`src/rtl/timer_pkg.sv`:
```
// Shared types and helpers for the stopwatch input front-end:
// debounce FSM state encoding and a millisecond-to-cycles conversion.
package timer_pkg;

    typedef enum logic [1:0] {
        ST_UP        = 2'd0,
        ST_WAIT_DOWN = 2'd1,
        ST_DOWN      = 2'd2,
        ST_WAIT_UP   = 2'd3
    } db_state_e;

    function automatic int unsigned cycles_from_ms(input int unsigned clk_hz,
                                                   input int unsigned ms);
        return (clk_hz / 32'd1000) * ms;
    endfunction

endpackage

```
`src/rtl/timer_input_conditioner_debouncer.sv`:
```
// Push-button synchroniser and debounce FSM producing a clean level plus press/release pulses.
// Optional long-press detection is built only when TIMER_LONG_PRESS_EN is defined.
module btn_debouncer
    import timer_pkg::*;
#(
    parameter int unsigned DB         = 1,
    parameter int unsigned LONG       = 1,
    parameter bit          ACTIVE_LOW = 1'b1
) (
    input  logic clk,
    input  logic reset,
    input  logic btn_raw_i,
    output logic level_o,
    output logic press_o,
    output logic release_o,
    output logic long_o
);

    localparam int unsigned     CW           = $clog2(DB + 1);
    localparam logic [CW-1:0]   DB_LAST      = CW'(DB - 1);
    localparam logic            RELEASED_RAW = ACTIVE_LOW;

    logic          sync1_q, sync2_q;
    logic          pressed_s;
    db_state_e     state_q, state_d;
    logic [CW-1:0] cnt_q, cnt_d, cnt_inc_s;
    logic          level_q, level_d;
    logic          press_q, press_d;
    logic          release_q, release_d;

    // Two-flop synchroniser, parked at the released level.
    always_ff @(posedge clk) begin
        if (reset) begin
            sync1_q <= RELEASED_RAW;
            sync2_q <= RELEASED_RAW;
        end else begin
            sync1_q <= btn_raw_i;
            sync2_q <= sync1_q;
        end
    end

    assign pressed_s = ACTIVE_LOW ? ~sync2_q : sync2_q;
    assign cnt_inc_s = cnt_q + CW'(1);

    // FSM state, stable-time counter and registered outputs.
    always_ff @(posedge clk) begin
        if (reset) begin
            state_q   <= ST_UP;
            cnt_q     <= '0;
            level_q   <= 1'b0;
            press_q   <= 1'b0;
            release_q <= 1'b0;
        end else begin
            state_q   <= state_d;
            cnt_q     <= cnt_d;
            level_q   <= level_d;
            press_q   <= press_d;
            release_q <= release_d;
        end
    end

    // Next state: the entering sample counts as the first of DB stable samples.
    always_comb begin
        state_d = state_q;
        cnt_d   = cnt_q;
        case (state_q)
            ST_UP: begin
                if (pressed_s) begin
                    state_d = (DB_LAST == '0) ? ST_DOWN : ST_WAIT_DOWN;
                    cnt_d   = '0;
                end else begin
                    state_d = ST_UP;
                end
            end
            ST_WAIT_DOWN: begin
                if (!pressed_s) begin
                    state_d = ST_UP;
                end else if (cnt_inc_s == DB_LAST) begin
                    state_d = ST_DOWN;
                end else begin
                    cnt_d = cnt_inc_s;
                end
            end
            ST_DOWN: begin
                if (!pressed_s) begin
                    state_d = (DB_LAST == '0) ? ST_UP : ST_WAIT_UP;
                    cnt_d   = '0;
                end else begin
                    state_d = ST_DOWN;
                end
            end
            ST_WAIT_UP: begin
                if (pressed_s) begin
                    state_d = ST_DOWN;
                end else if (cnt_inc_s == DB_LAST) begin
                    state_d = ST_UP;
                end else begin
                    cnt_d = cnt_inc_s;
                end
            end
            default: begin
                state_d = ST_UP;
                cnt_d   = '0;
            end
        endcase
    end

    // Pulses fire only on confirmed transitions; a WAIT_UP bounce back to DOWN is not a press.
    always_comb begin
        press_d   = ((state_q == ST_UP) || (state_q == ST_WAIT_DOWN)) && (state_d == ST_DOWN);
        release_d = ((state_q == ST_DOWN) || (state_q == ST_WAIT_UP)) && (state_d == ST_UP);
        level_d   = (state_d == ST_DOWN) || (state_d == ST_WAIT_UP);
    end

    assign level_o   = level_q;
    assign press_o   = press_q;
    assign release_o = release_q;

`ifdef TIMER_LONG_PRESS_EN
    localparam int unsigned   HW      = $clog2(LONG + 1);
    localparam logic [HW-1:0] LONG_V  = HW'(LONG);
    localparam logic [HW-1:0] LONG_M1 = HW'(LONG - 1);

    logic [HW-1:0] hold_q, hold_d;
    logic          long_q, long_d;

    // Hold counter saturates at LONG so the pulse fires once per hold.
    always_ff @(posedge clk) begin
        if (reset) begin
            hold_q <= '0;
            long_q <= 1'b0;
        end else begin
            hold_q <= hold_d;
            long_q <= long_d;
        end
    end

    // Cleared only on reaching UP; frozen in WAIT_UP so a bounce keeps the count.
    always_comb begin
        hold_d = hold_q;
        long_d = 1'b0;
        if (state_d == ST_UP) begin
            hold_d = '0;
        end else if ((state_q == ST_DOWN) && (hold_q != LONG_V)) begin
            hold_d = hold_q + HW'(1);
            long_d = (hold_q == LONG_M1);
        end else begin
            hold_d = hold_q;
        end
    end

    assign long_o = long_q;
`else
    assign long_o = 1'b0;
`endif

endmodule

```
`src/rtl/timer_input_conditioner.sv`:
```
// Stopwatch front-end: clock divider tick plus debounced stop button.
// Define TIMER_LONG_PRESS_EN to enable the btn_long long-press pulse.
module timer_input_conditioner
    import timer_pkg::*;
#(
    parameter int unsigned CLK_HZ         = 50_000_000,
    parameter int unsigned TICK_HZ        = 1,
    parameter int unsigned DEBOUNCE_MS    = 20,
    parameter bit          BTN_ACTIVE_LOW = 1'b1,
    parameter int unsigned LONG_MS        = 1000
) (
    input  logic clk,
    input  logic reset,
    input  logic btn_raw,
    output logic tick,
    output logic btn_level,
    output logic btn_press,
    output logic btn_release,
    output logic btn_long
);

    localparam int unsigned   DIV      = CLK_HZ / TICK_HZ;
    localparam int unsigned   DB       = cycles_from_ms(CLK_HZ, DEBOUNCE_MS);
    localparam int unsigned   LONG     = cycles_from_ms(CLK_HZ, LONG_MS);
    localparam int unsigned   DW       = $clog2(DIV);
    localparam logic [DW-1:0] DIV_LAST = DW'(DIV - 1);

    logic [DW-1:0] div_cnt_q, div_cnt_d;
    logic          tick_q, tick_d;

    // Divider state and registered tick.
    always_ff @(posedge clk) begin
        if (reset) begin
            div_cnt_q <= '0;
            tick_q    <= 1'b0;
        end else begin
            div_cnt_q <= div_cnt_d;
            tick_q    <= tick_d;
        end
    end

    // Wrap at DIV-1; the tick lands as the counter returns to zero.
    always_comb begin
        if (div_cnt_q == DIV_LAST) begin
            div_cnt_d = '0;
            tick_d    = 1'b1;
        end else begin
            div_cnt_d = div_cnt_q + DW'(1);
            tick_d    = 1'b0;
        end
    end

    assign tick = tick_q;

    btn_debouncer #(
        .DB         (DB),
        .LONG       (LONG),
        .ACTIVE_LOW (BTN_ACTIVE_LOW)
    ) u_debouncer (
        .clk       (clk),
        .reset     (reset),
        .btn_raw_i (btn_raw),
        .level_o   (btn_level),
        .press_o   (btn_press),
        .release_o (btn_release),
        .long_o    (btn_long)
    );

endmodule

```
`config.mk`:
```
export PLATFORM = sky130hd
export DESIGN_NAME = timer_input_conditioner
export DESIGN_NICKNAME = d
export VERILOG_FILES = /design/src/rtl/timer_pkg.sv /design/src/rtl/timer_input_conditioner_debouncer.sv /design/src/rtl/timer_input_conditioner.sv
export SDC_FILE = /design/constraint.sdc
export NUM_CORES = 1
export LEC_CHECK = 0
export CORE_UTILIZATION = 45
export DETAILED_ROUTE_END_ITERATION = 10
export PLACE_DENSITY = 0.63
export SYNTH_ARGS = -nofsm -noshare
export SYNTH_HDL_FRONTEND = slang
export SYNTH_SLANG_ARGS = --single-unit
```
`constraint.sdc`:
```
create_clock -name clk -period 3.75 [get_ports clk]
set_input_delay 0.375 -clock clk [delete_from_list [all_inputs] [get_ports clk]]
set_output_delay 0.375 -clock clk [all_outputs]
set_load 0.03 [all_outputs]
```
==> flow_summary.yaml <==
worst_setup_path:
  r2r_slack_ns: 0.66
  criticalPathCategory: "reg2reg"
  path_cells: "ha_1 -> nand3_2 -> or4_1 -> nor3_4 -> xor2_1 -> a311o_2 -> or4_1 -> a21oi_1"
  cp.required_ns: 4.00
  worstPathMaxFanout: 17
  crit_cells: 8
  cp_num_buf_inv: 0
  crit_path_end_kind: "register"
  worstRegToRegCells: 8
  start_kind: "register"
  cp-endpoint: "u_debouncer.cnt_q[9]"
  critPathTopFamily: "simple AND/OR/NAND/NOR gates"
  worstSetupStartpoint: "u_debouncer.cnt_q[0]"
  slowest_delay_ns: 0.69
  slowest_stage: "or4_1"
  crit_path_frequent_cell: "or4_1"
  critPathArrivalTime_ns: 3.34
  worst_r2r_startpoint: "u_debouncer.cnt_q[0]"
  reg2reg_to: "u_debouncer.cnt_q[9]"
sta:
  relSlewSlack: 0.5958
  timing.final.crit_share: 0.8232
  setup-tns-final_ns: 0
  setup_viol: 0
  rsz0062_at_grt: "no"
  hold_slack_ns: 0.4218
  max_freq_mhz: 323.9
  fin_ws_ns: 0.6631
  min_period_ns: 3.087
  slew_viol_final: 0
  clock_skew_ns: 0.01190
  max_slew.worst_pin.slew_ns: 0.6016
  final-hold-violation-count: 0
final_layout:
  finish.utilization: 0.5118
  area_growth_pct: 7.347
  antenna_cells: 0
  nFillCells: 546
  fin_nets: 322
  drive_gt1_frac: 0.1104
synth:
  synth.largest_area_cell: "dfxtp_1"
  synth_warnings: 0
  synthesis.nets: 321
  synthTopCellsByArea: "dfxtp_1 (40%), nor2_1 (5.5%), xnor2_1 (5.2%)"
  synthFlopType: "dfxtp_1"
  syn_inst: 315
  synth_top_area_frac: 0.4043
  synth_area_mm2: 0.002674
  synth-edff-count: 0
  seq_area_frac_synth: 0.4043
  synth.most_common_cell: "dfxtp_1"
  synthArstFlopShare: 0
  synth.distinct_cells: 42
  synth_common_cells: "dfxtp_1 (54), nor2_1 (39), a21oi_1 (21), nand2_1 (21), xnor2_1 (16)"
  syn_area_per_cell_um2: 8.488
  synth-seq-cells: 54
place:
  hpwl_um: 3532
  pre_cts_slack_ns: 0.6582
  gp_congestion: 0.8009
  portBuffers: 6
clocking:
  cts.sinks: 54
  cts_root_buffer: "clkbuf_8"
  post_cts_buffers: 0
  cts_buffers: 5
  cts_hold_buffers: 0
  clk_latency_ns: 0.31
  ctsResizeCount: 0
  clock_path_buffers: 2
  cts_tree: "built"
  htreeDepth: 2
  clk_pin_slew_ns: 0.10
floorplan:
  die_x_um: 79.09
  die-area_mm2: 0.006254
  start_util: 0.4768
  coreArea_mm2: 0.005608
  row_count: 27
  pin_count: 8
  die_y_um: 79.09
detailed_routing:
  via_per_inst: 5.625
  drt-total-wl_um: 5190
  drt_drc_violations_left: 0
  firstDrtPassIters: 4
  antenna_left: 0
  drtIter0Drc: 73
  vias: 2188
  wl_per_cell_um: 13.34
status:
  status: "finished, final reports clean"
global_route:
  grt_usage: 0.1818
  antenna_found_initial: 0
  grt_max_degree: 27
  grt_pass1_wl_um: 9059
  grt_overflow_total: 0
  grt_pass1_vias: 1985
power_and_ir_drop:
  vdd_drop_max_mv: 0.1864
  leakage_nw: 0.9800
  powerDensity_mw_per_mm2: 330.5
run:
  maxCapViolations: 0
worst_hold_path:
  hp-class: "reg2reg"
worst min-delay path by stage:
stage | start | to | slack (ns) | cells past startpoint
floorplan | u_debouncer.sync1_q | u_debouncer.sync2_q | 0.39 | 1
global placement | u_debouncer.sync1_q | u_debouncer.sync2_q | 0.39 | 1
detailed placement | u_debouncer.sync1_q | u_debouncer.sync2_q | 0.40 | 1
CTS | u_debouncer.sync1_q | u_debouncer.sync2_q | 0.43 | 1
global route | u_debouncer.sync1_q | u_debouncer.sync2_q | 0.46 | 1
finish | u_debouncer.sync1_q | u_debouncer.sync2_q | 0.42 | 1
flip-flops by register name, summed over array words and instances (netlist names):
| name | count |
|---|---|
| u_debouncer.sync2_q | 1 |
| u_debouncer.cnt_q | 20 |
| u_debouncer.release_o | 1 |
| u_debouncer.press_o | 1 |
| tick | 1 |
| u_debouncer.sync1_q | 1 |
| div_cnt_q | 26 |
| u_debouncer.state_q | 2 |
| u_debouncer.level_o | 1 |
metal layers:
metal	wire length [um]	up-vias	share of wire	GRT usage
li1	-	1121	-	-
met1	2458	1024	0.47	0.2325
met2	2448	38	0.47	0.3043
met3	225	5	0.043	0.03563
met4	57	0	0.011	0.06182
met5	0	-	0	0
worst reg2reg max path: stages (launching register included):
cell and delay (ns):
dfxtp_1 0.43, ha_1 0.29, nand3_2 0.16, or4_1 0.69, nor3_4 0.24, xor2_1 0.12, a311o_2 0.54, or4_1 0.44
a21oi_1 0.14
per-stage QoR:
stage | std cells | total power [mW] | area [um^2]
4_1_cts | 389 | 0.9641 | 2870
5_1_grt | 389 | 0.9926 | 2870
6_report | 389 | 0.9486 | 2870
3_3_place_gp | 381 | 0.6252 | 2775
2_1_floorplan | 315 | 0.6171 | 2674
3_5_place_dp | 381 | 0.6253 | 2775
where the power goes:
group	leakage (nW)	internal, mW	switching [mW]
Clock	0.0472	0.149	0.188
Sequential	0.436	0.577	0.00440
Combinational	0.497	0.00959	0.0205
Total	0.980	0.735	0.213
kinds of logic (layout without fill, tap and decap cells):
kind of cell | count (synthesis) | after routing | share of synthesized area
buffers and inverters | 25 | 27 | 0.03930
XOR/XNOR | 29 | 29 | 0.09499
adder cells (fa/ha/maj) | 3 | 3 | 0.01404
other | 1 | 1 | 0.001402
AND/OR/NAND/NOR | 151 | 151 | 0.3145
AO/OA/AOI/OAI | 48 | 48 | 0.1165
flip-flops | 54 | 54 | 0.4043
multiplexers | 4 | 4 | 0.01497
final cells by class:
type	count	area, um^2	area share
clock buffer	6	82.58	0.02877
clock inverter	2	12.51	0.004359
inverter	11	41.29	0.01439
multi-input combinational	236	1488	0.5183
sequential	54	1081	0.3766
tap	72	90.09	0.03139
timing repair buffer	8	75.07	0.02616
cells in the final DEF, fill, tap and decap left out, types with 2 or more instances in the layout:
| master | synthesis | final |
|---|---|---|
| clkdlybuf4s50_1 | 0 | 6 |
| or3b_2 | 8 | 8 |
| nand3b_1 | 2 | 2 |
| nor2_1 | 39 | 39 |
| nor4_1 | 7 | 7 |
| mux2i_1 | 4 | 4 |
| nand3_1 | 14 | 14 |
| nor3_1 | 6 | 6 |
| nand4_1 | 10 | 10 |
| a21oi_1 | 21 | 21 |
| nor2b_1 | 3 | 3 |
| dfxtp_1 | 54 | 54 |
| xnor2_1 | 16 | 16 |
| o41ai_1 | 10 | 10 |
| and3_1 | 7 | 7 |
| a21o_1 | 2 | 2 |
| xor2_1 | 13 | 13 |
| buf_4 | 2 | 2 |
| nand2_1 | 21 | 21 |
| nand4b_1 | 2 | 2 |
| or4_1 | 8 | 8 |
| o21ai_0 | 10 | 10 |
| or3_1 | 8 | 8 |
| or2_2 | 7 | 7 |
| nand3_2 | 2 | 2 |
| inv_1 | 10 | 10 |
| ha_1 | 3 | 3 |
| clkbuf_8 | 0 | 6 |
No activity file was read; power rests on OpenSTA's default activity.
